$ cat config.mk
export PLATFORM = sky130hd
export DESIGN_NAME = ahb_gpio_master_arb
export DESIGN_NICKNAME = d
export VERILOG_FILES = /design/src/rtl/ahb_gpio_pkg.sv /design/src/rtl/ahb_gpio_master_arb_rr_arb2.sv /design/src/rtl/ahb_gpio_master_arb.sv
export SDC_FILE = /design/constraint.sdc
export NUM_CORES = 1
export LEC_CHECK = 0
export ABC_AREA = 1
export CORE_MARGIN = 2
export CORE_UTILIZATION = 47
export CTS_CLUSTER_DIAMETER = 120
export DETAILED_ROUTE_END_ITERATION = 12
export HOLD_SLACK_MARGIN = 0.06
export PLACE_DENSITY = 0.86
export SKIP_CTS_REPAIR_TIMING = 1
export SLEW_MARGIN = 15
export SYNTH_ARGS = -nofsm -noshare
export SYNTH_HDL_FRONTEND = slang
export SYNTH_SLANG_ARGS = --single-unit
export TNS_END_PERCENT = 10
$ cat constraint.sdc
create_clock -name HCLK -period 3.84 [get_ports HCLK]
set_clock_uncertainty 0.15 [all_clocks]
set_input_delay 0.384 -clock HCLK [delete_from_list [all_inputs] [get_ports HCLK]]
set_output_delay 0.384 -clock HCLK [all_outputs]
set_load 0.02 [all_outputs]
$ cat src/rtl/ahb_gpio_pkg.sv
// Shared types for the two-requester AHB-Lite GPIO master: FSM states, HTRANS codes, command latch.
// Pure declarations; no latency or backpressure of its own.
package ahb_gpio_pkg;

  localparam int AHB_ADDR_W = 32;
  localparam int AHB_DATA_W = 32;

  typedef enum logic [1:0] {ST_IDLE, ST_ADDR, ST_DATA} state_e;

  localparam logic [1:0] HTRANS_IDLE   = 2'b00;
  localparam logic [1:0] HTRANS_NONSEQ = 2'b10;

  typedef struct packed {
    logic                  write;
    logic [AHB_ADDR_W-1:0] addr;
    logic [AHB_DATA_W-1:0] wdata;
  } cmd_t;

endpackage

$ cat src/rtl/ahb_gpio_master_arb_rr_arb2.sv
// Two-way round-robin grant; combinational gnt, pointer updates on the advance edge.
// No backpressure: a zero req vector yields a zero grant and leaves the pointer alone.
module rr_arb2 (
  input  logic       clk,
  input  logic       rst_n,
  input  logic [1:0] req,
  input  logic       advance,
  output logic [1:0] gnt
);

  logic last_q;
  logic last_d;

  always_comb begin
    gnt = 2'b00;
    case (req)
      2'b01:   gnt = 2'b01;
      2'b10:   gnt = 2'b10;
      2'b11:   gnt = last_q ? 2'b01 : 2'b10;
      default: gnt = 2'b00;
    endcase
    last_d = last_q;
    if (advance && (gnt != 2'b00)) begin
      last_d = gnt[1];
    end
  end

  // Pointer starts at "last=1" so requester 0 wins the first tie.
  always_ff @(posedge clk or negedge rst_n) begin
    if (!rst_n) begin
      last_q <= 1'b1;
    end else begin
      last_q <= last_d;
    end
  end

endmodule

$ cat src/rtl/ahb_gpio_master_arb.sv
// Round-robin AHB-Lite master for the GPIO slave: accept N, address N+1, data N+2, rsp_valid N+3.
// One transfer in flight; req*_ready only pulses in IDLE, HREADYOUT=0 stretches the current phase.
module ahb_gpio_master_arb
  import ahb_gpio_pkg::*;
#(
  parameter int ADDR_W = AHB_ADDR_W,
  parameter int DATA_W = AHB_DATA_W
) (
  input  logic              HCLK,
  input  logic              HRESETn,
  input  logic              req0_valid,
  output logic              req0_ready,
  input  logic              req0_write,
  input  logic [ADDR_W-1:0] req0_addr,
  input  logic [DATA_W-1:0] req0_wdata,
  input  logic              req1_valid,
  output logic              req1_ready,
  input  logic              req1_write,
  input  logic [ADDR_W-1:0] req1_addr,
  input  logic [DATA_W-1:0] req1_wdata,
  output logic [1:0]        rsp_valid,
  output logic [DATA_W-1:0] rsp_rdata,
  output logic              rsp_err,
  output logic              HSEL,
  output logic [ADDR_W-1:0] HADDR,
  output logic [1:0]        HTRANS,
  output logic              HWRITE,
  output logic [DATA_W-1:0] HWDATA,
  output logic              HREADY,
  input  logic              HREADYOUT,
  input  logic [DATA_W-1:0] HRDATA,
  input  logic              PARITYERR
);

  state_e            state_q, state_d;
  cmd_t              cmd_q, cmd_d;
  logic              owner_q, owner_d;
  logic              hsel_q, hsel_d;
  logic [1:0]        htrans_q, htrans_d;
  logic [DATA_W-1:0] hwdata_q, hwdata_d;
  logic [1:0]        rsp_valid_q, rsp_valid_d;
  logic [DATA_W-1:0] rsp_rdata_q, rsp_rdata_d;
  logic              rsp_err_q, rsp_err_d;

  logic              idle;
  logic [1:0]        gnt;

  // Requests outside IDLE are masked so nothing can be granted mid-transfer.
  assign idle = (state_q == ST_IDLE);

  rr_arb2 u_arb (
    .clk     (HCLK),
    .rst_n   (HRESETn),
    .req     ({req1_valid & idle, req0_valid & idle}),
    .advance (idle),
    .gnt     (gnt)
  );

  always_comb begin
    state_d     = state_q;
    cmd_d       = cmd_q;
    owner_d     = owner_q;
    hsel_d      = hsel_q;
    htrans_d    = htrans_q;
    hwdata_d    = hwdata_q;
    rsp_valid_d = 2'b00;
    rsp_rdata_d = rsp_rdata_q;
    rsp_err_d   = rsp_err_q;
    case (state_q)
      ST_IDLE: begin
        if (gnt != 2'b00) begin
          owner_d  = gnt[1];
          cmd_d    = gnt[1] ? '{req1_write, req1_addr, req1_wdata}
                            : '{req0_write, req0_addr, req0_wdata};
          hsel_d   = 1'b1;
          htrans_d = HTRANS_NONSEQ;
          state_d  = ST_ADDR;
        end
      end
      ST_ADDR: begin
        if (HREADYOUT) begin
          hsel_d   = 1'b0;
          htrans_d = HTRANS_IDLE;
          hwdata_d = cmd_q.wdata;
          state_d  = ST_DATA;
        end
      end
      ST_DATA: begin
        if (HREADYOUT) begin
          if (!cmd_q.write) begin
            rsp_rdata_d = HRDATA;
          end
          rsp_err_d            = PARITYERR;
          rsp_valid_d[owner_q] = 1'b1;
          hwdata_d             = '0;
          state_d              = ST_IDLE;
        end
      end
      default: state_d = ST_IDLE;
    endcase
  end

  always_ff @(posedge HCLK or negedge HRESETn) begin
    if (!HRESETn) begin
      state_q     <= ST_IDLE;
      cmd_q       <= '0;
      owner_q     <= 1'b0;
      hsel_q      <= 1'b0;
      htrans_q    <= HTRANS_IDLE;
      hwdata_q    <= '0;
      rsp_valid_q <= 2'b00;
      rsp_rdata_q <= '0;
      rsp_err_q   <= 1'b0;
    end else begin
      state_q     <= state_d;
      cmd_q       <= cmd_d;
      owner_q     <= owner_d;
      hsel_q      <= hsel_d;
      htrans_q    <= htrans_d;
      hwdata_q    <= hwdata_d;
      rsp_valid_q <= rsp_valid_d;
      rsp_rdata_q <= rsp_rdata_d;
      rsp_err_q   <= rsp_err_d;
    end
  end

  assign req0_ready = gnt[0];
  assign req1_ready = gnt[1];
  assign rsp_valid  = rsp_valid_q;
  assign rsp_rdata  = rsp_rdata_q;
  assign rsp_err    = rsp_err_q;
  assign HSEL       = hsel_q;
  assign HADDR      = cmd_q.addr;
  assign HTRANS     = htrans_q;
  assign HWRITE     = cmd_q.write;
  assign HWDATA     = hwdata_q;
  assign HREADY     = HREADYOUT;

endmodule

==> results.md, run 1 <==
* Status: finished, final reports clean
* Hold Path Origin: owner_q
* Max_cap viols at 0
* Crit Path Max Fanout at 28
* Arrival time at the worst endpoint at 2240 ps
* Cell Rows at 43
* Syn Nets at 1070
* Tightest Pin Transition at 1020 ps
* NetSw at 3.00 mW
* Most frequent cells in the layout: nand2_1, clkdlybuf4s50_1, inv_1
* Synthesized area at 6780 sq um
* Setup slack, reg-to-reg at 1610 ps
* CTS tree: done
* Routed vias at 6222
* Power Internal at 4.70 mW
* Ant. Diodes at 0
* Post-DR wirelength/cell at 13.9 um
* Sequential share of power at 32.2%
* Worst reg2reg endpoint: HADDR[0]
* Largest net degree at the start of global routing at 85
* Total Routing Usage GR at 24.4%
* Detailed Place HPWL at 12600 um
* Total negative setup slack at 0 ps
* GP Congestion at 0.814
* Starting DRT DRC Count at 367
* # H-tree levels at 4
* FF+latch count, synth at 137
* Sequential cell area at 3430 sq um
* Max IR drop VDD at 767 uV
* Root Buffer: clkbuf_16
* Hold WS at 280 ps
* Hold Crit Class: register to register
* Mapped Avg Cell Area at 7.52 sq um
* Pre-antenna DRT Iters at 4
* Worst Setup End Kind: output pin
* Layout cells sized above 1 at 4.69%
* Die ar. at 15400 sq um
* Biggest area consumer among synthesized cells: dfrtp_1
* Fillers at 1118
* Routed wire length at 18200 um
* CTS Sinks at 137
* Multi-input logic area at 2210 sq um
* Fin. Hold Viols at 0
* First-pass GRT wire length at 28900 um
* Vias per cell at 4.75
* Area share of the largest cell type after synthesis at 50.2%
* Fin crit share at 72.1%
* Grt ovf at 0
* DR DRC count at 0
* Syn-to-layout area delta at 46.8%
* CP Data Required Time at 3310 ps
* Die H at 124 um
* R2r startpoint: state_q[0]
* Sw frac at 38.9%
* Final min period at 2770 ps
* CTS Buffer Depth at 2
* Cells on Worst Hold Path at 1
* IO Count at 274
* Post-synthesis cell type count at 21
* Fmax at 361 MHz
* Fin nets at 1287
* Vias in the first global route at 6041
* CP Class: register to output pin
* Sequential area share after synthesis at 50.6%
* CP Launch Type: register
* Leak at 5.31 nW
* Worst Setup SP: state_q[0]
* Post-Syn Instances at 902
* Initial Util at 48.5%
* Placed cell areas at 9320 sq um
* Final core utilization at 71.2%
* Initial antenna violation count at 0
* Worst-path clk slew at 60 ps
* Num CTS Buffers at 17
* Max Slew Vio Count at 0
* Comb power frac at 45.5%
* Power share of the clock group at 22.3%
* Core Region at 14000 sq um
* Overall power at 7.70 mW
* Commonest non-fill, non-tap cell in the layout: nand2_1
* Slew HR at 31.9%
* Die W at 124 um
* Clock latency at the later pin of the worst-skew pair at 410 ps
* Synth Warn # at 0
* R2R depth at 7
* Final ANT Viol Nets at 0
* Final setup fails at 0
* PwrDens at 773 nW/um^2
* Number of I/O port buffers at 272
* Hold Path End: rsp_valid[0]
* Dominant cells by area after synthesis: dfrtp_1, nand2_1, nand3_1, inv_1, buf_4
* Design area at 9960 sq um
* Unrepaired setup endpoints after global routing: false
==> cell usage after synthesis (all sizes together) <==
master / number
conb: 1
dfstp: 1
buf: 70
nand3: 164
o21ai: 37
nand3b: 1
nand2: 298
clkbuf: 16
a21oi: 1
a211oi: 1
dfrtp: 136
nor2: 4
inv: 172
==> worst max-delay path: stages, from the launching register on <==
cell	delay (ps)
dfrtp_1	450
nor2_4	140
buf_4	320
inv_1	70
a211oi_1	180
clkdlybuf4s50_1	640
==> layout make-up <==
cell class | instances | share of cell area [%]
sequential | 137 | 34.4
clock inverter | 12 | 1.73
multi-input combinational | 507 | 22.2
inverter | 172 | 6.48
timing repair buffer | 284 | 28.3
clock buffer | 19 | 4.55
tap | 180 | 2.26
==> metal layers <==
| metal | vias to the layer above | track usage [%] | part of all wire (%) |
|---|---|---|---|
| li1 | 3118 | - | - |
| met1 | 2843 | 27.5 | 40 |
| met2 | 228 | 42.3 | 49 |
| met3 | 33 | 8.52 | 8.6 |
| met4 | 0 | 9.55 | 2.3 |
| met5 | - | 0 | 0 |
==> through the flow <==
| step | worst slack, ps | instances |
|---|---|---|
| 2_1_floorplan | 1780 | 902 |
| 3_3_place_gp | 1410 | 1279 |
| 3_5_place_dp | 1370 | 1279 |
| 4_1_cts | 1040 | 1310 |
| 5_1_grt | 948 | 1311 |
| 6_report | 1070 | 1311 |
==> worst max path at each step <==
| stage | to | slack [ps] | cells past startpoint |
|---|---|---|---|
| global placement | req0_ready | 1410 | 4 |
| detailed placement | HWDATA[0] | 1370 | 4 |
| CTS | req0_ready | 1040 | 5 |
| global route | req0_ready | 950 | 5 |
| floorplan | req0_ready | 1780 | 5 |
| finish | req0_ready | 1070 | 5 |
==> logic make-up after synthesis <==
logic type / Yosys count / synth area share (%)
AOI/OAI and AO/OA: 39 / 3.02
buffers and inverters: 258 / 17.1
DFF: 137 / 50.6
other: 1 / 0.0553
and+or+nand+nor: 467 / 29.3
==> power groups by stage <==
| stage | clock [mW] | combinational (mW) | sequential [mW] |
|---|---|---|---|
| finish | 1.71 | 3.50 | 2.48 |
| global route | 1.81 | 3.86 | 2.56 |
| CTS | 1.75 | 3.54 | 2.49 |
| detailed placement | 0 | 3.53 | 2.50 |
| global placement | 0 | 3.44 | 2.47 |
| floorplan | 0 | 1.90 | 2.80 |
==> sequential cells by signal (all words and copies together) (netlist names), 2 cells and up <==
name,flops
rsp_rdata,32
cmd_q,32
state_q,2
rsp_valid,2
HWDATA,32
HADDR,32
Power figures use the tool's default switching activity.
==> run 2, diff against run 1 <==
Settings changed: CORE_UTILIZATION 47 to 40, PLACE_DENSITY 0.86 to 0.78.
Clock period 3.84 ns to 2.42 ns, I/O delays scaled along.
==> run 2 against run 1 <==
  * Design area up 1.2%
  * Wire length up 3.0%
  * Via count up 1.2%
  * Combinational power up 60%
  * Count of clock-buffer cells in the layout up 1
  * Non-clock buffer count up 6
  * First-iteration DRC count down 18%
  * Clock power up 61%
  * Largest cell class unchanged
  * Highest routed layer unchanged
==> results.md, run 2 (synthesis results as in run 1) <==
* Sequential share of power at 32.1% (was 32.2%)
* Commonest non-fill, non-tap cell in the layout: nand2_1 (unchanged)
* Fin crit share at 94.5%
* Clock latency at the later pin of the worst-skew pair at 410 ps (about the same)
* NetSw at 4.80 mW (was 3.00 mW)
* Unrepaired setup endpoints after global routing: false (unchanged)
* Pre-antenna DRT Iters at 4 (unchanged)
* Initial Util at 40.9% (was 48.5%)
* Sequential cell area at 3430 sq um (unchanged)
* Worst Path Buf+Inv at 2 (was 3)
* PwrDens at 1220 nW/um^2 (was 773 nW/um^2)
* DR top layer: met4 (unchanged)
* CP max stage delay at 660 ps (was 640 ps)
* Fin nets at 1293 (was 1287)
* Routed wire length at 18700 um (was 18200 um)
* CP Class: register to output pin (unchanged)
* GP Congestion at 0.788 (was 0.814)
* Tightest Pin Transition at 731 ps (was 1020 ps)
* CTS Sinks at 137 (unchanged)
* Multi-input logic area at 2210 sq um (about the same)
* Status: finished, final reports clean (unchanged)
* Grt ovf at 0 (unchanged)
* Max IR drop VDD at 569 uV (was 767 uV)
* Num CTS Buffers at 17 (unchanged)
* Cell Rows at 47 (was 43)
* Met2 WL at 9340 um (was 8900 um)
* Max Slew Vio Count at 0 (unchanged)
* Sw frac at 39.0% (was 38.9%)
* Arrival time at the worst endpoint at 1890 ps (was 2240 ps)
* CTS Buffer Depth at 2 (unchanged)
* Core Region at 16600 sq um (was 14000 sq um)
* Fmax at 437 MHz
* Ant. Diodes at 0 (unchanged)
* Slowest-stage cell, CP: clkdlybuf4s50_1 (unchanged)
* Worst Setup End Kind: output pin (unchanged)
* First-pass GRT wire length at 30600 um (was 28900 um)
* CP Launch Type: register (unchanged)
* Largest net degree at the start of global routing at 68 (was 85)
* Final min period at 2290 ps
* Worst path cell trace: nor2_4 > nand2_2 > inv_1 > clkdlybuf4s50_1 (was nor2_4 > buf_4 > inv_1 > a211oi_1 > clkdlybuf4s50_1)
* Worst slack, placed at 197 ps (was 1370 ps)
* Syn-to-layout area delta at 48.6% (was 46.8%)
* Detail Route met3 WL at 1350 um (was 1570 um)
* Fin. Hold Viols at 0 (unchanged)
* Crit Path Max Fanout at 4 (was 28)
* Placed cell areas at 9440 sq um (was 9320 sq um)
* Final worst slack at 134 ps (was 1070 ps)
* Leak at 5.37 nW (was 5.31 nW)
* CTS tree: done (unchanged)
* Vias per cell at 4.64 (was 4.75)
* Final ANT Viol Nets at 0 (unchanged)
* Overall power at 12.3 mW (was 7.70 mW)
* Die ar. at 18000 sq um (was 15400 sq um)
* Design area at 10100 sq um (was 9960 sq um)
* Initial antenna violation count at 0 (unchanged)
* Detailed Place HPWL at 13100 um (was 12600 um)
* Slew HR at 51.3% (was 31.9%)
* Hold WS at 202 ps (was 280 ps)
* Starting DRT DRC Count at 300 (was 367)
* Die H at 134 um (was 124 um)
* Max_cap viols at 0 (unchanged)
* # H-tree levels at 4 (unchanged)
* Layout cells sized above 1 at 5.01% (was 4.69%)
* Post-DR wirelength/cell at 13.8 um (was 13.9 um)
* Fillers at 1479 (was 1118)
* Vias in the first global route at 6171 (was 6041)
* Routed vias at 6294 (was 6222)
* DR DRC count at 0 (unchanged)
* IO Count at 274 (unchanged)
* Power Internal at 7.51 mW (was 4.70 mW)
* Die W at 134 um (was 124 um)
* Delay-heaviest family, CP: buffers and inverters (unchanged)
* Final setup fails at 0 (unchanged)
* Worst-path clk slew at 60 ps (about the same)
* M1 WL at 7610 um (was 7300 um)
* Power share of the clock group at 22.3% (about the same)
* CP Data Required Time at 2030 ps (was 3310 ps)
* Comb power frac at 45.6% (was 45.5%)
* Total Routing Usage GR at 21.5% (was 24.4%)
* Number of I/O port buffers at 272 (unchanged)
* Most frequent cells in the layout: nand2_1, clkdlybuf4s50_1, inv_1 (unchanged)
* Root Buffer: clkbuf_16 (unchanged)
* Hold Crit Class: primary input to async pin (was register to register)
[run 2: power by group through the flow]
stage | combinational (mW) | clock [mW] | sequential (mW)
global placement | 5.55 | 0 | 3.93
global route | 6.18 | 2.92 | 4.07
finish | 5.61 | 2.75 | 3.95
detailed placement | 5.65 | 0 | 3.96
floorplan | 3.01 | 0 | 4.44
CTS | 5.68 | 2.80 | 3.95
[run 2: worst paths after layout]
kind / from / to / slack (ps) / cells after the start
hold / removal: HRESETn / rsp_rdata[28] / 200 / 2
hold reg to reg: owner_q / rsp_valid[0] / 290 / 1
max in group asynchronous: HRESETn / u_arb.last_q / 1190 / 3
setup / recovery: state_q[0] / req1_ready / 130 / 4
setup reg to reg: state_q[0] / HADDR[16] / 500 / 7
min in group HCLK: HRDATA[4] / rsp_rdata[4] / 220 / 3
[run 2: stage by stage]
| stage | setup TNS, ps | std cells | util, % |
|---|---|---|---|
| global placement | 0 | 1325 | 56.9 |
| detailed placement | 0 | 1325 | 56.9 |
| global route | 0 | 1357 | 60.8 |
| finish | 0 | 1357 | 60.8 |
| CTS | -18.7 | 1356 | 60.7 |
| floorplan | 0 | 902 | - |
[run 2: worst register-to-register path, cell delays in order (launching register included)]
cell and delay [ps]:
dfrtp_1 470, nor2_4 220, buf_4 310, o21ai_4 110, inv_2 80, buf_12 290, nand3_1 160, nand2_1 80
[run 2: metal layers]
layer  vias to the layer above  global-route usage (%)
met4                         0                    8.54
met5                         -                       0
met3                        31                    5.67
met2                       234                    37.3
met1                      2901                    25.4
li1                       3128                       -
[run 2: final cells by class]
| type | count | area share (%) |
|---|---|---|
| well taps | 220 | 2.73 |
| clock buffers | 20 | 4.53 |
| inverters | 172 | 6.41 |
| repair buffers | 290 | 28.7 |
| clock inverters | 11 | 1.69 |
| multi-input cells | 507 | 21.9 |
| flip-flops and latches | 137 | 34.0 |
==> run 3, diff against run 2 <==
Settings changed: CORE_ASPECT_RATIO from default to 0.6.
==> run 3 against run 2 <==
  * Core utilization up 0.94 points
  * Largest cell class unchanged
  * Design area is 0.40% higher
  * Combinational power is 2% higher
  * Global-route usage increased by 0.32 points
  * Final cell count is 0.74% higher
  * Sequential power is essentially flat
  * Sequential share of layout area shrank 0.13 points
  * Via count shrank 0.71%
  * Critical path depth stayed put
  * Worst setup slack worse by 37 ps
  * Clock power barely moved
  * Hold slack got worse by 63 ps
==> results.md, run 3 (synthesis results as in run 1) <==
* Syn-to-layout area delta at 49.2% (was 48.6%)
* Final min period at 2320 ps (was 2290 ps)
* Power share of the clock group at 22.0% (was 22.3%)
* Worst-path clk slew at 60 ps (about the same)
* Grt ovf at 0 (unchanged)
* Sw frac at 40.0% (was 39.0%)
* Arrival time at the worst endpoint at 1930 ps (was 1890 ps)
* Placed cell areas at 9490 sq um (was 9440 sq um)
* IO Count at 274 (unchanged)
* Tightest Pin Transition at 558 ps (was 731 ps)
* GRT met3 Usage at 6.82% (was 5.67%)
* Root Buffer: clkbuf_16 (unchanged)
* Comb power frac at 46.1% (was 45.6%)
* Total Routing Usage GR at 21.8% (was 21.5%)
* Power Internal at 7.42 mW (was 7.51 mW)
* Largest net degree at the start of global routing at 68 (unchanged)
* Vias per cell at 4.57 (was 4.64)
* Starting DRT DRC Count at 338 (was 300)
* Delay-heaviest family, CP: buffers and inverters (unchanged)
* GP Congestion at 0.797 (was 0.788)
* CP Class: register to output pin (unchanged)
* Routed vias at 6249 (was 6294)
* Max_cap viols at 0 (unchanged)
* Num CTS Buffers at 17 (unchanged)
* Initial Util at 41.4% (was 40.9%)
* Setup slack, reg-to-reg at 610 ps (was 500 ps)
* Most used routing layer: met2 (unchanged)
* CP Launch Type: register (unchanged)
* Vias in the first global route at 6124 (was 6171)
* Final ANT Viol Nets at 0 (unchanged)
* Fin crit share at 96.0% (was 94.5%)
* Die W at 172 um (was 134 um)
* R2r startpoint: state_q[0] (unchanged)
* Max IR drop VDD at 486 uV (was 569 uV)
* CTS tree: done (unchanged)
* Worst Setup End Kind: output pin (unchanged)
* Status: finished, final reports clean (unchanged)
* Slowest-stage cell, CP: clkdlybuf4s50_1 (unchanged)
* CTS Buffer Depth at 2 (unchanged)
* Worst reg2reg endpoint: cmd_q[26] (was HADDR[16])
* CP Data Required Time at 2030 ps (about the same)
* Fin. Hold Viols at 0 (unchanged)
* Fmax at 431 MHz (was 437 MHz)
* Worst Setup SP: state_q[0] (unchanged)
* Sequential share of power at 31.9% (was 32.1%)
* Number of I/O port buffers at 272 (unchanged)
* Ant. Diodes at 0 (unchanged)
* Routed wire length at 19000 um (was 18700 um)
* Max Slew Vio Count at 0 (unchanged)
* Total negative setup slack at 0 ps (unchanged)
* WP depth at 4 (unchanged)
* Met1 usage at 29.3% (was 25.4%)
* CP max stage delay at 630 ps (was 660 ps)
* DR DRC count at 0 (unchanged)
* Pre-antenna DRT Iters at 5 (was 4)
* Fin nets at 1294 (was 1293)
* R2R depth at 5 (was 7)
* CTS Sinks at 137 (unchanged)
* Initial antenna violation count at 1 (was 0)
* Die H at 105 um (was 134 um)
* Commonest non-fill, non-tap cell in the layout: nand2_1 (unchanged)
* Design area at 10100 sq um (about the same)
* Cell Rows at 36 (was 47)
* GRT met2 Usage at 33.5% (was 37.3%)
* Most frequent cells in the layout: nand2_1, clkdlybuf4s50_1, inv_1 (unchanged)
* NetSw at 4.94 mW (was 4.80 mW)
* Worst Path Buf+Inv at 2 (unchanged)
* Fillers at 1428 (was 1479)
* Unrepaired setup endpoints after global routing: false (unchanged)
* Slew HR at 62.8% (was 51.3%)
* First-pass GRT wire length at 30900 um (was 30600 um)
* Core Region at 16400 sq um (was 16600 sq um)
* Leak at 5.36 nW (was 5.37 nW)
* Die ar. at 18100 sq um (was 18000 sq um)
* # H-tree levels at 4 (unchanged)
* Post-DR wirelength/cell at 13.9 um (was 13.8 um)
* Clock latency at the later pin of the worst-skew pair at 410 ps (about the same)
* Worst path cell trace: nor2_4 > inv_1 > a211oi_1 > clkdlybuf4s50_1 (was nor2_4 > nand2_2 > inv_1 > clkdlybuf4s50_1)
* Detailed Place HPWL at 13700 um (was 13100 um)
* Hold Crit Class: primary input to async pin (unchanged)
* Crit Path Max Fanout at 6 (was 4)
* PwrDens at 1220 nW/um^2 (about the same)
* Layout cells sized above 1 at 5.18% (was 5.01%)
* Final setup fails at 0 (unchanged)
## run 3: cell types whose count changed in the layout (fill, tap and decap cells not counted)
cell	change
buf_12	+3
inv_6	+3
buf_4	-2
clkbuf_8	-2
clkinv_2	-2
clkinvlp_4	+2
inv_8	+2
bufinv_16	-1
clkdlybuf4s50_1	+1
clkinv_4	-1
dlymetal6s2s_1	-1
## run 3: cell type report
class	count	area, sq um	share of cell area (%)
inverter	172	646	6.38
timing repair buffer	291	2930	29.0
clock inverter	14	185	1.83
sequential	137	3430	33.9
multi-input combinational	507	2210	21.9
tap	228	285	2.82
clock buffer	18	429	4.24
## run 3: metrics by stage
stage               power, mW  setup WS [ps]  hold slack, ps  util, %  cells
floorplan                7.45            503            -204        -    902
global placement         9.57            145            7.83     57.9   1333
detailed placement       9.71            136            9.15     57.9   1333
CTS                      12.5           4.73            -432     61.6   1365
global route             13.2           12.5             174     61.7   1367
finish                   12.4           97.7             139     61.7   1367
## run 3: metal layers
metal | vias to the layer above | routed length (um)
li1 | 3128 | -
met3 | 28 | 1440
met1 | 2884 | 8680
met2 | 207 | 8500
met5 | - | 11
met4 | 2 | 322
## run 3: power by group through the flow
stage | clock, mW | sequential [mW] | combinational, mW
floorplan | 0 | 4.44 | 3.01
global placement | 0 | 3.93 | 5.64
detailed placement | 0 | 3.96 | 5.74
CTS | 2.78 | 3.95 | 5.76
global route | 2.88 | 4.07 | 6.29
finish | 2.72 | 3.94 | 5.70
## run 3: how the worst max path moves through the flow
| stage | endpoint | slack [ps] |
|---|---|---|
| 2_1_floorplan | req0_ready | 500 |
| 3_3_place_gp | req1_ready | 140 |
| 3_5_place_dp | req1_ready | 140 |
| 4_1_cts | req0_ready | 5 |
| 5_1_grt | req0_ready | 10 |
| 6_report | req0_ready | 100 |
## run 3: worst reg2reg max path: stages (launching register included)
cell and delay [ps]:
dfrtp_1 460, nor2_4 210, buf_4 500, nand3_1 210
nand3_1 120, nand2_1 50
